## src/rtl/uart_tx_arbiter.sv

```systemverilog
// uart_tx_arbiter: round-robin scheduler sharing one TxUnit between NREQ byte producers.
// Define UART_TX_ARB_WATCHDOG_EN to build the SEND/WAIT_DONE watchdog that drives err.
module uart_tx_arbiter #(
  parameter int NREQ = 4,
  parameter int TIMEOUT_CYCLES = 1048575
) (
  input  logic              clock,
  input  logic              rst,
  input  logic [NREQ-1:0]   req,
  input  logic [8*NREQ-1:0] req_data,
  output logic [NREQ-1:0]   gnt,
  output logic [NREQ-1:0]   done,
  output logic              err,
  output logic              busy,
  output logic [2:0]        owner,
  output logic [7:0]        tx_data,
  output logic              tx_send,
  input  logic              tx_active,
  input  logic              tx_done
);
  typedef enum logic [1:0] {IDLE, SEND, WAIT_DONE, GAP} state_t;
  state_t state_q, state_d;
  logic [NREQ-1:0] gnt_q, gnt_d, done_q, done_d;
  logic [2:0] owner_q, owner_d, ptr_q, ptr_d, pick, nxt;
  logic [7:0] tx_data_q, tx_data_d, req_pad;
  logic [63:0] data_pad;
  logic tx_send_q, tx_send_d, found, timeout;
  assign req_pad  = 8'(req);
  assign data_pad = 64'(req_data);
  assign nxt      = (owner_q == 3'(NREQ - 1)) ? 3'd0 : owner_q + 3'd1;
  // Descending scan so the requester closest above ptr wins.
  always_comb begin
    pick  = ptr_q;
    found = 1'b0;
    for (int k = NREQ - 1; k >= 0; k--) begin
      if (req_pad[3'((32'(ptr_q) + 32'(k)) % NREQ)]) begin
        pick  = 3'((32'(ptr_q) + 32'(k)) % NREQ);
        found = 1'b1;
      end
    end
  end
`ifdef UART_TX_ARB_WATCHDOG_EN
  logic [19:0] cnt_q, cnt_d;
  logic err_q;
  assign timeout = (state_q == SEND || state_q == WAIT_DONE) && cnt_q == 20'(TIMEOUT_CYCLES);
  assign cnt_d   = (state_q == IDLE) ? 20'd0 : (state_q == GAP) ? cnt_q : cnt_q + 20'd1;
  assign err     = err_q;
  always_ff @(posedge clock or posedge rst) begin
    if (rst) begin
      cnt_q <= '0;
      err_q <= 1'b0;
    end else begin
      cnt_q <= cnt_d;
      err_q <= timeout;
    end
  end
`else
  logic unused_timeout;
  assign unused_timeout = ^20'(TIMEOUT_CYCLES);
  assign timeout        = 1'b0;
  assign err            = 1'b0;
`endif
  always_comb begin
    state_d   = state_q;
    gnt_d     = '0;
    done_d    = '0;
    owner_d   = owner_q;
    ptr_d     = ptr_q;
    tx_data_d = tx_data_q;
    tx_send_d = tx_send_q;
    case (state_q)
      IDLE: if (found) begin
        state_d   = SEND;
        owner_d   = pick;
        gnt_d     = NREQ'(1) << pick;
        tx_data_d = data_pad[{pick, 3'b000} +: 8];
        tx_send_d = 1'b1;
      end
      SEND: if (tx_active) begin
        state_d   = WAIT_DONE;
        tx_send_d = 1'b0;
      end
      WAIT_DONE: if (tx_done) begin
        state_d = GAP;
        done_d  = NREQ'(1) << owner_q;
        ptr_d   = nxt;
      end
      default: if (!tx_done) state_d = IDLE;
    endcase
    if (timeout) begin
      state_d   = IDLE;
      done_d    = '0;
      tx_send_d = 1'b0;
      ptr_d     = nxt;
    end
  end
  always_ff @(posedge clock or posedge rst) begin
    if (rst) begin
      state_q   <= IDLE;
      gnt_q     <= '0;
      done_q    <= '0;
      owner_q   <= '0;
      ptr_q     <= '0;
      tx_data_q <= '0;
      tx_send_q <= 1'b0;
    end else begin
      state_q   <= state_d;
      gnt_q     <= gnt_d;
      done_q    <= done_d;
      owner_q   <= owner_d;
      ptr_q     <= ptr_d;
      tx_data_q <= tx_data_d;
      tx_send_q <= tx_send_d;
    end
  end
  assign gnt     = gnt_q;
  assign done    = done_q;
  assign busy    = state_q != IDLE;
  assign owner   = owner_q;
  assign tx_data = tx_data_q;
  assign tx_send = tx_send_q;
endmodule

```

## config.mk

```make
export PLATFORM = sky130hd
export DESIGN_NAME = uart_tx_arbiter
export DESIGN_NICKNAME = d
export VERILOG_FILES = /design/src/rtl/uart_tx_arbiter.sv
export SDC_FILE = /design/constraint.sdc
export NUM_CORES = 1
export LEC_CHECK = 0
export CAP_MARGIN = 25
export CORE_AREA = 2 2 61 63
export CTS_CLUSTER_SIZE = 25
export DETAILED_ROUTE_END_ITERATION = 7
export DIE_AREA = 0 0 63 65
export PLACE_DENSITY_LB_ADDON = 0.1
export SLEW_MARGIN = 25
export SYNTH_ARGS = -nofsm -noshare
export SYNTH_HDL_FRONTEND = slang
export SYNTH_SLANG_ARGS = --single-unit
```

## constraint.sdc

```tcl
create_clock -name clock -period 2.3 [get_ports clock]
set_clock_uncertainty 0.05 [all_clocks]
set_input_delay 0.345 -clock clock [delete_from_list [all_inputs] [get_ports clock]]
set_output_delay 0.345 -clock clock [all_outputs]
set_load 0.05 [all_outputs]
```

# After elaboration in Yosys (flattened, before gate mapping)
# Index checks and enable logic that the tools add are counted.
# op_classes
addsub,4
n_mul,0
div,0
order_cmp,4
n_eq_ne,7
shift,3
mux,29
bitwise,0
n_reduce_logical,7
# ops
operator,n
64-bit by 7-bit variable part select with 8-bit output,1
2-bit by 4-bit less-than comparator with 1-bit output (second input constant),4
4-bit 2-to-1 mux,4
3-bit 2-to-1 mux,5
1-bit 2-to-1 mux,10
1-bit binary-select mux with 2-bit select,4
2-bit 2-to-1 mux,4
1-bit by 3-bit left shift with 4-bit output (first input constant),2
2-bit != test (second input constant),3
2-bit one-hot mux with 3 select lines,1
2-bit adder (second input constant),2
4-bit by 1-bit != test with 1-bit output (second input constant),1
2-bit AND reduction,2
4-bit AND reduction,1
2-bit nonzero test,2
3-bit by 1-bit adder with 3-bit output (second input constant),1
3-bit by 2-bit == test with 1-bit output (second input constant),1
3-bit AND reduction,1
2-bit by 1-bit adder with 2-bit output (second input constant),1
2-bit by 1-bit == test with 1-bit output (second input constant),1
2-bit == test (second input constant),1
2-bit logical NOT,1
1-bit one-hot mux with 2 select lines,1
# word_totals
ff_bits,25
latchBits,0
ramBits,0
romBits,0
input_bits,40
output_inout_bits,22
elab_cells,61
memories,0

# Depth between registers and ports, before layout
# Gate-level depths: netlist (run 1).
# logic_depth
depth_word,10
depth_mapped,7
mapped_depth_nobuf,7

# Worst setup path after synthesis (run 1)
# No wires, ideal clock.
# synth_path
path_type,register to register
from,register ptr_q[1]
to,"register tx_data_q[0], in the netlist tx_data[0]"
setup_ps,138
arrival_ps,1442
setup_slack_ps,670
path_stages_with_launch,8
n_path_buf,2
period_less_slack_ps,1630
path_cell_list,dfrtp_1 > or3_1 > o21ai_1 > o21ai_1 > buf_6 > buf_6 > mux2i_1 > o221ai_1
# synth_between
elab_chain_len,8
elab_cells_between_ends,21
classes_between,add/sub (3); shift (1); mux (16); reduce/logical (1)
# synth_rtl
element,line,source
start: declaration,24,"logic [2:0] owner_q, owner_d, ptr_q, ptr_d, pick, nxt;"
start signal: assignment,111,ptr_q <= ptr_d;
2-bit adder,"36, 37",
1-bit binary-select mux with 2-bit select,36,if (req_pad[3'((32'(ptr_q) + 32'(k)) % NREQ)]) begin
1-bit 2-to-1 mux (implied by the code),36,
3-bit 2-to-1 mux / 1-bit 2-to-1 mux (equally long branches) (4 in a row),36,
64-bit by 7-bit variable part select with 8-bit output / 2-bit AND reduction (equally long branches),n/a,
end signal: assignment,112,tx_data_q <= tx_data_d;
end: declaration,25,"logic [7:0] tx_data_q, tx_data_d, req_pad;"
# Several ways; a longest one is shown, not always the timed one. The select of a mux whose other input is x is not followed.
# A chain may end at the register's enable or synchronous reset.

# Final worst setup path (run 1)
# layout_path
from,"register owner_q[0], in the netlist owner[0]"
to,output owner[0]
# layout_rtl
element,line,source
start: declaration,24,
start signal: assignment,110,owner_q <= owner_d;
end: declaration,15,"output logic [2:0] owner,"
# No word-level cell between the ends.

==> impl_results.html, run 1 <==
<table>
<tr><th>Metric</th><th>Value</th></tr>
<tr><th colspan="2">Cells and area</th></tr>
<tr><td>Inserted Diodes</td><td>0</td></tr>
<tr><td>Layout cells sized above 1</td><td>6.15%</td></tr>
<tr><td>Net count reported at finish</td><td>between 200 and 250</td></tr>
<tr><td>Leading cell types in the layout, fill and taps excluded</td><td>59 x sky130_fd_sc_hd__clkdlybuf4s50_1, 24 x sky130_fd_sc_hd__dfrtp_1, 18 x sky130_fd_sc_hd__nand2_1, 17 x sky130_fd_sc_hd__mux2i_1, 11 x sky130_fd_sc_hd__inv_1</td></tr>
<tr><td>Area growth, synth to finish</td><td>51.7%</td></tr>
<tr><td>Filler cell count</td><td>roughly 330</td></tr>
<tr><td>Multi-input gate area in the final layout</td><td>between 600 and 700 sq um</td></tr>
<tr><td>Leading cell type in the layout, fill and taps excluded</td><td>sky130_fd_sc_hd__clkdlybuf4s50_1</td></tr>
<tr><td>FF+latch area</td><td>601 sq um</td></tr>
<tr><td>Final cell area excluding filler cells</td><td>roughly 2000 sq um</td></tr>
<tr><th colspan="2">CTS</th></tr>
<tr><td>Clock-pin slew on the worst setup and hold paths</td><td>about 0.12 ns</td></tr>
<tr><td>Clk root buf</td><td>sky130_fd_sc_hd__clkbuf_4</td></tr>
<tr><td>Clock latency on the worst-skew pair</td><td>approximately 0.30 ns</td></tr>
<tr><td>Hold bufs inserted after CTS</td><td>0</td></tr>
<tr><td>CTS tree</td><td>built</td></tr>
<tr><td>H-tree Lvls</td><td>1</td></tr>
<tr><td>Resize count post-CTS</td><td>0</td></tr>
<tr><td>Post-CTS Setup Bufs</td><td>0</td></tr>
<tr><td>Maximum clock path buffer count</td><td>2</td></tr>
<tr><td>Clock tree sinks</td><td>24</td></tr>
<tr><td>Clock buffer count from CTS</td><td>3</td></tr>
<tr><th colspan="2">Global route</th></tr>
<tr><td>GRT Residual Overflow</td><td>0</td></tr>
<tr><td>Number of global-route vias before repair</td><td>between 1000 and 1500</td></tr>
<tr><td>Global-route total usage across every layer</td><td>between 10% and 20%</td></tr>
<tr><td>Pin count of the biggest net entering global routing</td><td>25</td></tr>
<tr><td>Wire length of the first global-routing pass</td><td>about 5200 um</td></tr>
<tr><td>Initial antenna violation count</td><td>0</td></tr>
<tr><th colspan="2">Synth</th></tr>
<tr><td>Yosys reg bits</td><td>24</td></tr>
<tr><td>Ys Warns</td><td>0</td></tr>
<tr><td>Primary FF master, synth</td><td>sky130_fd_sc_hd__dfrtp_1</td></tr>
<tr><td>Synthesized Nets</td><td>181</td></tr>
<tr><td>Register area share after synthesis</td><td>a little under half</td></tr>
<tr><td>Post-synthesis instance area</td><td>around 1300 sq um</td></tr>
<tr><td>Fraction of post-synthesis cell area in the top cell type by area</td><td>45.1%</td></tr>
<tr><td>Number of enable-type register cells in the synthesized netlist</td><td>0</td></tr>
<tr><td>Library cell with the largest summed area after synthesis</td><td>sky130_fd_sc_hd__dfrtp_1</td></tr>
<tr><td>Async set or reset register ratio after synthesis</td><td>100%</td></tr>
<tr><td>Count of distinct cell types in the synthesized netlist</td><td>29</td></tr>
<tr><td>Synth Area per Inst</td><td>10.0 sq um</td></tr>
<tr><td>Cell count after synthesis</td><td>around 130</td></tr>
<tr><td>Cell types occupying the most area after synthesis</td><td>sky130_fd_sc_hd__dfrtp_1 45%, sky130_fd_sc_hd__mux2i_1 13%, sky130_fd_sc_hd__ha_1 7.5%</td></tr>
<tr><th colspan="2">Critical path</th></tr>
<tr><td>Element type at the critical path start</td><td>flip-flop</td></tr>
<tr><td>R2R cell count</td><td>6</td></tr>
<tr><td>Worst flop-to-flop path endpoint</td><td>tx_data[6]$_DFFE_PP0P_</td></tr>
<tr><td>Launch instance of the worst register-to-register path</td><td>ptr_q[1]$_DFFE_PP0P_</td></tr>
<tr><td>Critical path class</td><td>reg -&gt; out</td></tr>
<tr><td>CP peak stage delay</td><td>around 0.84 ns</td></tr>
<tr><td>Required time of the critical path</td><td>1.90 ns</td></tr>
<tr><td>Critical path arrival</td><td>about 1.6 ns</td></tr>
<tr><td>Crit Path Max Fanout</td><td>6</td></tr>
<tr><td>Cell type group with the largest total delay on the critical path</td><td>buffers and inverters</td></tr>
<tr><td>Setup crit end kind</td><td>output port</td></tr>
<tr><td>Slowest cell on the critical path</td><td>sky130_fd_sc_hd__clkdlybuf4s50_1</td></tr>
<tr><td>Number of buffers and inverters on the critical path</td><td>1</td></tr>
<tr><td>Critical path cell sequence</td><td>clkdlybuf4s50_1</td></tr>
<tr><td>Reg-to-reg setup timing slack</td><td>between 0.5 and 0.6 ns</td></tr>
<tr><th colspan="2">Detailed routing</th></tr>
<tr><td>Post-route ant nets</td><td>0</td></tr>
<tr><td>Drt pass-1 iters</td><td>4</td></tr>
<tr><td>Total Routed Length</td><td>3100 um</td></tr>
<tr><td>Average wire length per cell after detail routing</td><td>roughly 13 um</td></tr>
<tr><td>DR vias</td><td>~1200</td></tr>
<tr><td>Via-per-instance ratio</td><td>4.81</td></tr>
<tr><td>Initial DRC count</td><td>31</td></tr>
<tr><td># DRC</td><td>0</td></tr>
<tr><th colspan="2">Power and ir drop</th></tr>
<tr><td>Clock network fraction of design power</td><td>7.2%</td></tr>
<tr><td>Combinational share of power</td><td>between 60 and 70%</td></tr>
<tr><td>Largest vdd supply drop</td><td>around 0.00067 V</td></tr>
<tr><td>Power density cells</td><td>approximately 1200 nW/um^2</td></tr>
<tr><td>Leakage</td><td>approximately 0.9 nW</td></tr>
<tr><td>Sequential power share</td><td>between 20 and 30%</td></tr>
<tr><td>Sw power</td><td>1.17 mW</td></tr>
<tr><td>Pint</td><td>~1.2 mW</td></tr>
<tr><td>Sw frac</td><td>between 40% and 50%</td></tr>
<tr><th colspan="2">Timing</th></tr>
<tr><td>Max transition margin</td><td>about 65%</td></tr>
<tr><td>Finish-stage setup viols</td><td>0</td></tr>
<tr><td>Highest clock rate</td><td>around 0.5 GHz</td></tr>
<tr><td>Period utilization</td><td>approximately 87%</td></tr>
<tr><td>Setup repair after global routing missed its margin</td><td>false</td></tr>
<tr><td>Total Negative Setup Slacks</td><td>0 ns</td></tr>
<tr><td>Final max-slew violation count</td><td>0</td></tr>
<tr><td>Hold Fails Final Rpt</td><td>0</td></tr>
<tr><td>Final critical-path required period</td><td>2.00 ns</td></tr>
<tr><td>Transition at the pin with the smallest max-transition slack</td><td>~0.53 ns</td></tr>
<tr><th colspan="2">Place</th></tr>
<tr><td>Routability Congestion</td><td>a little over 0.7</td></tr>
<tr><td>HPWL after detailed placement</td><td>between 2000 and 2500 um</td></tr>
<tr><td>Number of input and output port buffers inserted</td><td>60</td></tr>
<tr><td>Placement Cell Area</td><td>about 2000 sq um</td></tr>
<tr><th colspan="2">Floorplan</th></tr>
<tr><td>Number of placed I/O pins</td><td>62</td></tr>
<tr><td>Die span in y</td><td>~65 um</td></tr>
<tr><td>Initial core utilization</td><td>38.1%</td></tr>
<tr><td>Row count</td><td>22</td></tr>
<tr><td>Area of the die</td><td>4100 sq um</td></tr>
<tr><td>Area of the core</td><td>3500 sq um</td></tr>
<tr><td>DIE WIDTH</td><td>~63 um</td></tr>
<tr><th colspan="2">Flow run</th></tr>
<tr><td>Max-cap viol count</td><td>0</td></tr>
<tr><th colspan="2">Status</th></tr>
<tr><td>Outcome</td><td>finished clean</td></tr>
<tr><th colspan="2">Min path</th></tr>
<tr><td>Hold/Removal Path Class</td><td>in -&gt; async</td></tr>
</table>
power by group through the flow:
stage                     clock [mW]  combinational (mW)  sequential, mW
final                          0.173                1.54           0.690
after global routing           0.203                1.67           0.710
after CTS                      0.186                1.55           0.692
after detailed placement           0                1.55           0.700
after global placement             0                1.51           0.695
after floorplan                    0               0.651            1.09
cells in the mapped netlist (all sizes together), types with 2 or more instances:
library cell,number
dfrtp,24
buf,6
nor2,8
nor3b,3
o21ai,9
nand2,18
o221ai,9
nand2b,3
a21oi,2
nor2b,2
inv,12
mux2i,17
ha,8
routing by layer:
| layer | global-route usage [%] | share of wire [%] |
|---|---|---|
| met1 | 18.5 | 43 |
| met2 | 28.6 | 52 |
| met3 | 3.65 | 5.0 |
| met4 | 5.00 | 0.81 |
| met5 | 0 | 0 |
state kept, by name, summed over array words and instances (netlist names):
register and cells:
tx_data 8, gnt 4, state_q 2, done 4, tx_send 1, ptr_q 2
owner 3
per-stage QoR:
| stage | hold WS (ns) | total power, mW | util (%) | setup WS [ns] | std cells |
|---|---|---|---|---|---|
| floorplan | 0.310 | 1.74 | - | 0.670 | 133 |
| global placement | 0.418 | 2.21 | 57.2 | 0.209 | 240 |
| detailed placement | 0.429 | 2.25 | 57.2 | 0.146 | 240 |
| CTS | 0.335 | 2.43 | 57.8 | 0.277 | 243 |
| global route | 0.353 | 2.58 | 57.8 | 0.241 | 243 |
| finish | 0.328 | 2.40 | 57.8 | 0.297 | 243 |
area by class of cell:
class / count / area share (%)
Timing Repair Buffer: 65 / 32.1
Multi-Input combinational cell: 91 / 31.9
Clock buffer: 3 / 1.11
Inverter: 12 / 2.23
Tap cell: 48 / 2.97
Sequential cell: 24 / 29.7
cell families (layout without fill, tap and decap cells):
family          Yosys count  after routing  share of synthesized area, %
fa+ha+maj                 8              8                          7.51
simple gates             40             40                          14.7
other cells               1              1                         0.281
buf+inv                  18             80                          6.76
flops                    24             24                          45.1
mux                      17             17                          12.8
compound gates           25             25                          12.9
worst max path at each step:
stage	cells after the start	slack [ns]	end	start
finish	1	0.30	owner[0]	owner[0]$_DFFE_PP0P_
floorplan	7	0.67	tx_data[0]$_DFFE_PP0P_	ptr_q[1]$_DFFE_PP0P_
global placement	7	0.21	tx_data[1]$_DFFE_PP0P_	req[3]
CTS	1	0.28	owner[0]	owner[0]$_DFFE_PP0P_
detailed placement	7	0.15	tx_data[6]$_DFFE_PP0P_	req[3]
global route	1	0.24	owner[0]	owner[0]$_DFFE_PP0P_
Note: power is estimated with default switching activity, not from simulation.
==> run 2: changes to the inputs <==
==> constraint.sdc (replaced) <==
create_clock -name clock -period 2.3 [get_ports clock]
set_clock_uncertainty 0.05 [all_clocks]
set_input_delay 0.69 -clock clock [delete_from_list [all_inputs] [get_ports clock]]
set_output_delay 0.69 -clock clock [all_outputs]
set_load 0.05 [all_outputs]
==> run 2 against run 1 <==
Clock power up 32%. Global-route usage is 0.76 points higher. Fmax fell by 11%. Critical path depth unchanged. Cell count rose by 2.9%. Sequential share of layout area shrank 1.0 points. Register-to-register slack gained 0.04 ns. Highest routed layer unchanged.
==> impl_results.html, run 2 (synthesis results as in run 1) <==
<table>
<tr><th>Metric</th><th>Value</th></tr>
<tr><th colspan="2">Status</th></tr>
<tr><td>Outcome</td><td>finished clean</td></tr>
<tr><th colspan="2">CTS</th></tr>
<tr><td>H-tree Lvls</td><td>1 (unchanged)</td></tr>
<tr><td>Clock latency on the worst-skew pair</td><td>0.32 ns (+0.02 ns)</td></tr>
<tr><td>CTS tree</td><td>built</td></tr>
<tr><td>Clock buffer count from CTS</td><td>3 (unchanged)</td></tr>
<tr><td>Clock-pin slew on the worst setup and hold paths</td><td>0.13 ns (about the same)</td></tr>
<tr><td>Clock tree sinks</td><td>24 (unchanged)</td></tr>
<tr><td>Clk root buf</td><td>sky130_fd_sc_hd__clkbuf_4</td></tr>
<tr><td>Maximum clock path buffer count</td><td>2 (unchanged)</td></tr>
<tr><th colspan="2">Place</th></tr>
<tr><td>HPWL after detailed placement</td><td>2640 um (+6.3%)</td></tr>
<tr><td>Number of input and output port buffers inserted</td><td>60 (unchanged)</td></tr>
<tr><td>Worst-case setup slack after placement</td><td>-0.169 ns (-0.315 ns)</td></tr>
<tr><td>Placement Cell Area</td><td>2050 sq um (+2.5%)</td></tr>
<tr><td>Routability Congestion</td><td>0.726 (+2.6%)</td></tr>
<tr><th colspan="2">Power and ir drop</th></tr>
<tr><td>Largest vdd supply drop</td><td>0.000572 V (-15%)</td></tr>
<tr><td>Power density cells</td><td>1210 nW/um^2 (+2.4%)</td></tr>
<tr><td>Leakage</td><td>0.988 nW (+9.3%)</td></tr>
<tr><th colspan="2">Timing</th></tr>
<tr><td>Final-layout worst hold slack</td><td>0.455 ns (+0.127 ns)</td></tr>
<tr><td>Setup repair after global routing missed its margin</td><td>false</td></tr>
<tr><td>Smallest setup slack after layout</td><td>0.0435 ns (-0.254 ns)</td></tr>
<tr><td>Max transition margin</td><td>65.2% (+0.31 points)</td></tr>
<tr><td>Hold Fails Final Rpt</td><td>0 (unchanged)</td></tr>
<tr><td>Final max-slew violation count</td><td>0 (unchanged)</td></tr>
<tr><td>Highest clock rate</td><td>0.443 GHz (-11%)</td></tr>
<tr><td>Finish-stage setup viols</td><td>0 (unchanged)</td></tr>
<tr><td>Transition at the pin with the smallest max-transition slack</td><td>0.521 ns (-0.00462 ns)</td></tr>
<tr><td>Period utilization</td><td>98.1% (+11 points)</td></tr>
<tr><td>Final critical-path required period</td><td>2.26 ns (+0.254 ns)</td></tr>
<tr><th colspan="2">Critical path</th></tr>
<tr><td>Reg-to-reg setup timing slack</td><td>0.61 ns (+0.04 ns)</td></tr>
<tr><td>R2R cell count</td><td>6 (unchanged)</td></tr>
<tr><td>Cell type group with the largest total delay on the critical path</td><td>buffers and inverters</td></tr>
<tr><td>Slowest cell on the critical path</td><td>sky130_fd_sc_hd__clkdlybuf4s50_1</td></tr>
<tr><td>Setup crit end kind</td><td>output port</td></tr>
<tr><td>Element type at the critical path start</td><td>flip-flop</td></tr>
<tr><td>Launch instance of the worst register-to-register path</td><td>ptr_q[1]$_DFFE_PP0P_</td></tr>
<tr><td>Crit Path Max Fanout</td><td>2 (-4)</td></tr>
<tr><td>Critical path cell sequence</td><td>clkdlybuf4s50_1</td></tr>
<tr><td>Number of buffers and inverters on the critical path</td><td>1 (unchanged)</td></tr>
<tr><td>Required time of the critical path</td><td>1.56 ns (-0.34 ns)</td></tr>
<tr><td>Critical path class</td><td>reg -&gt; out</td></tr>
<tr><td>Critical path arrival</td><td>1.52 ns (-0.09 ns)</td></tr>
<tr><td>CP peak stage delay</td><td>0.81 ns (-0.03 ns)</td></tr>
<tr><td>Worst flop-to-flop path endpoint</td><td>tx_data[3]$_DFFE_PP0P_</td></tr>
<tr><th colspan="2">Floorplan</th></tr>
<tr><td>Initial core utilization</td><td>38.1% (unchanged)</td></tr>
<tr><td>Number of placed I/O pins</td><td>62 (unchanged)</td></tr>
<tr><td>Area of the die</td><td>4100 sq um (unchanged)</td></tr>
<tr><td>Die span in y</td><td>65 um (unchanged)</td></tr>
<tr><td>Area of the core</td><td>3500 sq um (unchanged)</td></tr>
<tr><td>DIE WIDTH</td><td>63 um (unchanged)</td></tr>
<tr><td>Row count</td><td>22 (unchanged)</td></tr>
<tr><th colspan="2">Cells and area</th></tr>
<tr><td>Layout cells sized above 1</td><td>10.9% (+4.7 points)</td></tr>
<tr><td>Final cell area excluding filler cells</td><td>2100 sq um (+3.7%)</td></tr>
<tr><td>Filler cell count</td><td>343 (+4.9%)</td></tr>
<tr><td>Multi-input gate area in the final layout</td><td>646 sq um (unchanged)</td></tr>
<tr><td>Leading cell types in the layout, fill and taps excluded</td><td>52 x sky130_fd_sc_hd__clkdlybuf4s50_1, 24 x sky130_fd_sc_hd__dfrtp_1, 18 x sky130_fd_sc_hd__nand2_1, 17 x sky130_fd_sc_hd__mux2i_1, 13 x sky130_fd_sc_hd__buf_4</td></tr>
<tr><td>Area growth, synth to finish</td><td>57.3%</td></tr>
<tr><td>Max FFs per register</td><td>8 (unchanged)</td></tr>
<tr><td>FF+latch area</td><td>601 sq um (unchanged)</td></tr>
<tr><td>Leading cell type in the layout, fill and taps excluded</td><td>sky130_fd_sc_hd__clkdlybuf4s50_1</td></tr>
<tr><td>Net count reported at finish</td><td>251 (+2.4%)</td></tr>
<tr><td>Inserted Diodes</td><td>0 (unchanged)</td></tr>
<tr><th colspan="2">Detailed routing</th></tr>
<tr><td>Initial DRC count</td><td>30 (-3.2%)</td></tr>
<tr><td>Total Routed Length</td><td>3270 um (+5.6%)</td></tr>
<tr><td># DRC</td><td>0 (unchanged)</td></tr>
<tr><td>Via-per-instance ratio</td><td>4.83 (+0.36%)</td></tr>
<tr><td>Met1 Wirelength</td><td>1370 um (+3.8%)</td></tr>
<tr><td>Average wire length per cell after detail routing</td><td>13.1 um (+2.6%)</td></tr>
<tr><td>Drt pass-1 iters</td><td>4 (unchanged)</td></tr>
<tr><td>Wire length on met3</td><td>180 um (+17%)</td></tr>
<tr><td>Highest metal layer with signal wires</td><td>met4</td></tr>
<tr><td>Detail Route met2 WL</td><td>1680 um (+5.1%)</td></tr>
<tr><td>DR vias</td><td>1207 (+3.3%)</td></tr>
<tr><td>Post-route ant nets</td><td>0 (unchanged)</td></tr>
<tr><th colspan="2">Min path</th></tr>
<tr><td>Count of cells along the worst hold path</td><td>2</td></tr>
<tr><td>Hold/Removal Path Class</td><td>reg -&gt; reg</td></tr>
<tr><td>Hold worst-path end</td><td>tx_data[2]$_DFFE_PP0P_</td></tr>
<tr><td>Launch instance of the worst min-delay path</td><td>tx_data[2]$_DFFE_PP0P_</td></tr>
<tr><th colspan="2">Global route</th></tr>
<tr><td>GRT Residual Overflow</td><td>0 (unchanged)</td></tr>
<tr><td>Pin count of the biggest net entering global routing</td><td>25 (unchanged)</td></tr>
<tr><td>Global-route total usage across every layer</td><td>16.6% (+0.76 points)</td></tr>
<tr><td>Initial antenna violation count</td><td>0 (unchanged)</td></tr>
<tr><td>Wire length of the first global-routing pass</td><td>5370 um (+3.7%)</td></tr>
<tr><td>Number of global-route vias before repair</td><td>1217 (+4.2%)</td></tr>
<tr><th colspan="2">Flow run</th></tr>
<tr><td>Max-cap viol count</td><td>0 (unchanged)</td></tr>
</table>
==> run 2: layout make-up <==
class	instances	share of cell area (%)
Clock buffer	4	1.73
Timing Repair Buffer	71	33.8
Sequential cell	24	28.7
Multi-Input combinational cell	91	30.8
Tap cell	48	2.87
Inverter	12	2.15
==> run 2: stage by stage <==
step,utilization [%],instances,setup TNS [ns],power [mW]
2_1_floorplan,-,133,0,1.74
3_3_place_gp,58.6,246,-0.605,2.29
3_5_place_dp,58.6,246,-1.09,2.34
4_1_cts,59.7,250,0,2.58
5_1_grt,59.9,250,0,2.72
6_report,59.9,250,0,2.55
==> run 2: repair_timing <==
action | in CTS | in global routing
endpoints found under the setup margin | 0 | 4
buffers inserted | 0 | 0
hold buffers | 0 | 0
gates resized for setup | 0 | 4
==> run 2: worst max-delay path by stage <==
| stage | startpoint | endpoint | cells after the start |
|---|---|---|---|
| global route | tx_data[4]$_DFFE_PP0P_ | tx_data[4] | 1 |
| floorplan | req[3] | tx_data[0]$_DFFE_PP0P_ | 7 |
| finish | tx_data[7]$_DFFE_PP0P_ | tx_data[7] | 1 |
| global placement | req[3] | tx_data[6]$_DFFE_PP0P_ | 7 |
| detailed placement | req[3] | tx_data[0]$_DFFE_PP0P_ | 7 |
| CTS | tx_data[3]$_DFFE_PP0P_ | tx_data[3] | 1 |
==> run 2: tightest hold or removal path: cells and delay by family, from the launching register on <==
family             cells  cell delay (ns)
DFF                    1             0.37
AOI/OAI and AO/OA      1             0.06
and+or+nand+nor        1             0.05
==> run 2: power breakdown <==
group	internal, mW	switching [mW]	leakage, nW
combinational	0.662	0.968	0.659
sequential	0.578	0.109	0.308
clock	0.0968	0.131	0.0210
==> run 2: layer usage <==
layer  vias up  global-route usage [%]
li1        595                       -
met4         0                    4.44
met1       571                    18.9
met3         6                    4.51
met2        35                    30.3
met5         -                       0
==> run 3: changes to the inputs <==
--- a/config.mk
+++ b/config.mk
@@ -6,10 +6,11 @@
 export NUM_CORES = 1
 export LEC_CHECK = 0
 export CAP_MARGIN = 25
-export CORE_AREA = 2 2 61 63
+export CORE_AREA = 2 2 60 62
+export CTS_BUF_LIST = sky130_fd_sc_hd__clkbuf_8
 export CTS_CLUSTER_SIZE = 25
 export DETAILED_ROUTE_END_ITERATION = 7
-export DIE_AREA = 0 0 63 65
+export DIE_AREA = 0 0 62 64
 export PLACE_DENSITY_LB_ADDON = 0.1
 export SLEW_MARGIN = 25
 export SYNTH_ARGS = -nofsm -noshare
==> run 3 against run 2 <==
Register-to-register slack hardly changed. Sequential power hardly changed. Non-clock buffer count is 3 lower. Hold slack worse by 0.0097 ns. Setup slack better by 0.062 ns. Combinational power hardly changed. Sequential cell count stayed put. First-iteration DRC count is 20% higher. Largest cell class unchanged. Largest power group unchanged.
==> impl_results.html, run 3 (synthesis results as in run 1) <==
<table>
<tr><th>Metric</th><th>Value</th></tr>
<tr><th colspan="2">Status</th></tr>
<tr><td>Outcome</td><td>finished clean</td></tr>
<tr><th colspan="2">CTS</th></tr>
<tr><td>Maximum clock path buffer count</td><td>2 (unchanged)</td></tr>
<tr><td>Clock buffer count from CTS</td><td>3 (unchanged)</td></tr>
<tr><td>Clock latency on the worst-skew pair</td><td>0.26 ns (-0.06 ns)</td></tr>
<tr><td>H-tree Lvls</td><td>1 (unchanged)</td></tr>
<tr><td>Clock tree sinks</td><td>24 (unchanged)</td></tr>
<tr><td>Clock-pin slew on the worst setup and hold paths</td><td>0.09 ns (-0.04 ns)</td></tr>
<tr><td>Post-CTS Setup Bufs</td><td>0 (unchanged)</td></tr>
<tr><td>CTS tree</td><td>built</td></tr>
<tr><td>Clk root buf</td><td>sky130_fd_sc_hd__clkbuf_8</td></tr>
<tr><th colspan="2">Critical path</th></tr>
<tr><td>Required time of the critical path</td><td>1.56 ns (about the same)</td></tr>
<tr><td>Setup crit end kind</td><td>output port</td></tr>
<tr><td>Element type at the critical path start</td><td>flip-flop</td></tr>
<tr><td>Critical path arrival</td><td>1.45 ns (-0.07 ns)</td></tr>
<tr><td>Critical path origin</td><td>tx_send$_DFFE_PP0P_</td></tr>
<tr><td>Critical path cell sequence</td><td>clkdlybuf4s50_1</td></tr>
<tr><td>CP peak stage delay</td><td>0.81 ns (about the same)</td></tr>
<tr><td>R2R cell count</td><td>6 (unchanged)</td></tr>
<tr><td>Number of stages on the worst setup path</td><td>1 (unchanged)</td></tr>
<tr><td>Launch instance of the worst register-to-register path</td><td>ptr_q[1]$_DFFE_PP0P_</td></tr>
<tr><td>Worst flop-to-flop path endpoint</td><td>tx_data[2]$_DFFE_PP0P_</td></tr>
<tr><td>Cell type group with the largest total delay on the critical path</td><td>buffers and inverters</td></tr>
<tr><td>Slowest cell on the critical path</td><td>sky130_fd_sc_hd__clkdlybuf4s50_1</td></tr>
<tr><td>Crit Path Max Fanout</td><td>3 (+1)</td></tr>
<tr><td>Number of buffers and inverters on the critical path</td><td>1 (unchanged)</td></tr>
<tr><td>Reg-to-reg setup timing slack</td><td>0.62 ns (about the same)</td></tr>
<tr><td>Critical path class</td><td>reg -&gt; out</td></tr>
<tr><th colspan="2">Min path</th></tr>
<tr><td>Hold/Removal Path Class</td><td>reg -&gt; reg</td></tr>
<tr><td>Count of cells along the worst hold path</td><td>2 (unchanged)</td></tr>
<tr><td>Hold worst-path end</td><td>tx_data[1]$_DFFE_PP0P_</td></tr>
<tr><td>Launch instance of the worst min-delay path</td><td>tx_data[1]$_DFFE_PP0P_</td></tr>
<tr><th colspan="2">Power and ir drop</th></tr>
<tr><td>Sw power</td><td>1.21 mW (about the same)</td></tr>
<tr><td>Power density cells</td><td>1260 nW/um^2 (+4.1%)</td></tr>
<tr><td>Sw frac</td><td>45.2% (-2.2 points)</td></tr>
<tr><td>Sequential power share</td><td>25.8% (-1.2 points)</td></tr>
<tr><td>Largest vdd supply drop</td><td>0.000777 V (+36%)</td></tr>
<tr><td>Pint</td><td>1.46 mW (+9.3%)</td></tr>
<tr><td>Leakage</td><td>0.957 nW (-3.1%)</td></tr>
<tr><td>Combinational share of power</td><td>60.5% (-3.5 points)</td></tr>
<tr><td>Clock network fraction of design power</td><td>13.8% (+4.8 points)</td></tr>
<tr><th colspan="2">Flow run</th></tr>
<tr><td>Max-cap viol count</td><td>0 (unchanged)</td></tr>
<tr><th colspan="2">Detailed routing</th></tr>
<tr><td>Average wire length per cell after detail routing</td><td>13.5 um (+3.3%)</td></tr>
<tr><td>Drt pass-1 iters</td><td>3 (-1)</td></tr>
<tr><td>Post-route ant nets</td><td>0 (unchanged)</td></tr>
<tr><td># DRC</td><td>0 (unchanged)</td></tr>
<tr><td>Total Routed Length</td><td>3320 um (+1.3%)</td></tr>
<tr><td>Wire length on met3</td><td>159 um (-12%)</td></tr>
<tr><td>Met1 Wirelength</td><td>1460 um (+6.1%)</td></tr>
<tr><td>DR vias</td><td>1208 (+0.083%)</td></tr>
<tr><td>Detail Route met2 WL</td><td>1660 um (-1.1%)</td></tr>
<tr><td>Highest metal layer with signal wires</td><td>met4</td></tr>
<tr><td>Initial DRC count</td><td>36 (+20%)</td></tr>
<tr><td>Via-per-instance ratio</td><td>4.93 (+2.1%)</td></tr>
<tr><th colspan="2">Timing</th></tr>
<tr><td>Highest clock rate</td><td>0.456 GHz (+2.8%)</td></tr>
<tr><td>Final max-slew violation count</td><td>0 (unchanged)</td></tr>
<tr><td>Setup repair after global routing missed its margin</td><td>false</td></tr>
<tr><td>Period utilization</td><td>95.4% (-2.7 points)</td></tr>
<tr><td>Hold Fails Final Rpt</td><td>0 (unchanged)</td></tr>
<tr><td>Max transition margin</td><td>64.6% (-0.61 points)</td></tr>
<tr><td>Smallest setup slack after layout</td><td>0.105 ns (+0.0617 ns)</td></tr>
<tr><td>Final-layout worst hold slack</td><td>0.445 ns (-0.00971 ns)</td></tr>
<tr><td>Transition at the pin with the smallest max-transition slack</td><td>0.530 ns (+0.00912 ns)</td></tr>
<tr><td>Finish-stage setup viols</td><td>0 (unchanged)</td></tr>
<tr><td>Final critical-path required period</td><td>2.19 ns (-0.0617 ns)</td></tr>
<tr><th colspan="2">Cells and area</th></tr>
<tr><td>FF+latch area</td><td>601 sq um (unchanged)</td></tr>
<tr><td>Final cell area excluding filler cells</td><td>2110 sq um (+0.72%)</td></tr>
<tr><td>Multi-input gate area in the final layout</td><td>648 sq um (+0.39%)</td></tr>
<tr><td>Net count reported at finish</td><td>248 (-1.2%)</td></tr>
<tr><td>Inserted Diodes</td><td>0 (unchanged)</td></tr>
<tr><td>Leading cell types in the layout, fill and taps excluded</td><td>56 x sky130_fd_sc_hd__clkdlybuf4s50_1, 24 x sky130_fd_sc_hd__dfrtp_1, 18 x sky130_fd_sc_hd__nand2_1, 17 x sky130_fd_sc_hd__mux2i_1, 11 x sky130_fd_sc_hd__inv_1</td></tr>
<tr><td>Layout cells sized above 1</td><td>10.1% (-0.84 points)</td></tr>
<tr><td>Area growth, synth to finish</td><td>58.4%</td></tr>
<tr><td>Max FFs per register</td><td>8 (unchanged)</td></tr>
<tr><td>Filler cell count</td><td>272 (-21%)</td></tr>
<tr><td>Leading cell type in the layout, fill and taps excluded</td><td>sky130_fd_sc_hd__clkdlybuf4s50_1</td></tr>
<tr><td>Finished Core Util</td><td>64.3% (+4.3 points)</td></tr>
<tr><th colspan="2">Floorplan</th></tr>
<tr><td>Area of the core</td><td>3280 sq um (-6.0%)</td></tr>
<tr><td>Area of the die</td><td>3970 sq um (-3.1%)</td></tr>
<tr><td>Initial core utilization</td><td>40.6% (+2.5 points)</td></tr>
<tr><td>Row count</td><td>21 (-4.5%)</td></tr>
<tr><td>DIE WIDTH</td><td>62 um (-1.6%)</td></tr>
<tr><td>Number of placed I/O pins</td><td>62 (unchanged)</td></tr>
<tr><td>Die span in y</td><td>64 um (-1.5%)</td></tr>
<tr><th colspan="2">Global route</th></tr>
<tr><td>Pin count of the biggest net entering global routing</td><td>25 (unchanged)</td></tr>
<tr><td>Initial antenna violation count</td><td>0 (unchanged)</td></tr>
<tr><td>GRT Residual Overflow</td><td>0 (unchanged)</td></tr>
<tr><td>Wire length of the first global-routing pass</td><td>5510 um (+2.7%)</td></tr>
<tr><td>Number of global-route vias before repair</td><td>1275 (+4.8%)</td></tr>
<tr><td>Global-route total usage across every layer</td><td>18.1% (+1.5 points)</td></tr>
<tr><th colspan="2">Place</th></tr>
<tr><td>HPWL after detailed placement</td><td>2590 um (-2.3%)</td></tr>
<tr><td>Placement Cell Area</td><td>2040 sq um (-0.61%)</td></tr>
<tr><td>Number of input and output port buffers inserted</td><td>60 (unchanged)</td></tr>
<tr><td>Routability Congestion</td><td>0.703 (-3.1%)</td></tr>
<tr><td>Worst-case setup slack after placement</td><td>-0.188 ns (-0.0195 ns)</td></tr>
</table>
[run 3: through the flow]
stage	TNS, ns	cells	total power, mW
after floorplan	0	133	1.74
after global placement	-0.902	241	2.26
after detailed placement	-1.61	241	2.31
after CTS	0	245	2.68
after global routing	0	245	2.84
final	0	245	2.67
[run 3: power groups by stage]
stage	clock network (mW)	logic (mW)	registers, mW
after floorplan	0	0.651	1.09
after global placement	0	1.57	0.689
after detailed placement	0	1.61	0.696
after CTS	0.375	1.62	0.687
after global routing	0.390	1.74	0.708
final	0.367	1.61	0.688
[run 3: worst max-delay path by stage]
stage	slack, ns	end
2_1_floorplan	0.41	tx_data[0]$_DFFE_PP0P_
5_1_grt	0.03	tx_data[2]$_DFFE_PP0P_
4_1_cts	0.09	tx_data[3]$_DFFE_PP0P_
3_5_place_dp	-0.19	tx_data[2]$_DFFE_PP0P_
6_report	0.11	tx_send
3_3_place_gp	-0.12	tx_data[0]$_DFFE_PP0P_
[run 3: timing repair]
item                                    in CTS  in global routing
endpoints found under the setup margin       0                  8
hold buffers                                 0                  0
resized for setup                            0                  1
[run 3: final cells by class]
cell class / count / share of cell area [%]
clock buffers: 3 / 1.96
clock inverters: 1 / 1.42
inverters: 12 / 2.13
multi-input cells: 91 / 30.7
flip-flops and latches: 24 / 28.5
well taps: 46 / 2.73
repair buffers: 68 / 32.6
[run 3: tightest hold or removal path, cell delays in order, from the launching register on]
cell and delay [ns]:
sky130_fd_sc_hd__dfrtp_1 0.35, sky130_fd_sc_hd__nand2_1 0.05, sky130_fd_sc_hd__o221ai_1 0.06
[run 3: per-layer routing]
metal	vias to the layer above	global-route usage, %
met5	-	0
met4	0	3.99
met3	4	3.04
met2	30	30.9
met1	584	23.2
li1	590	-
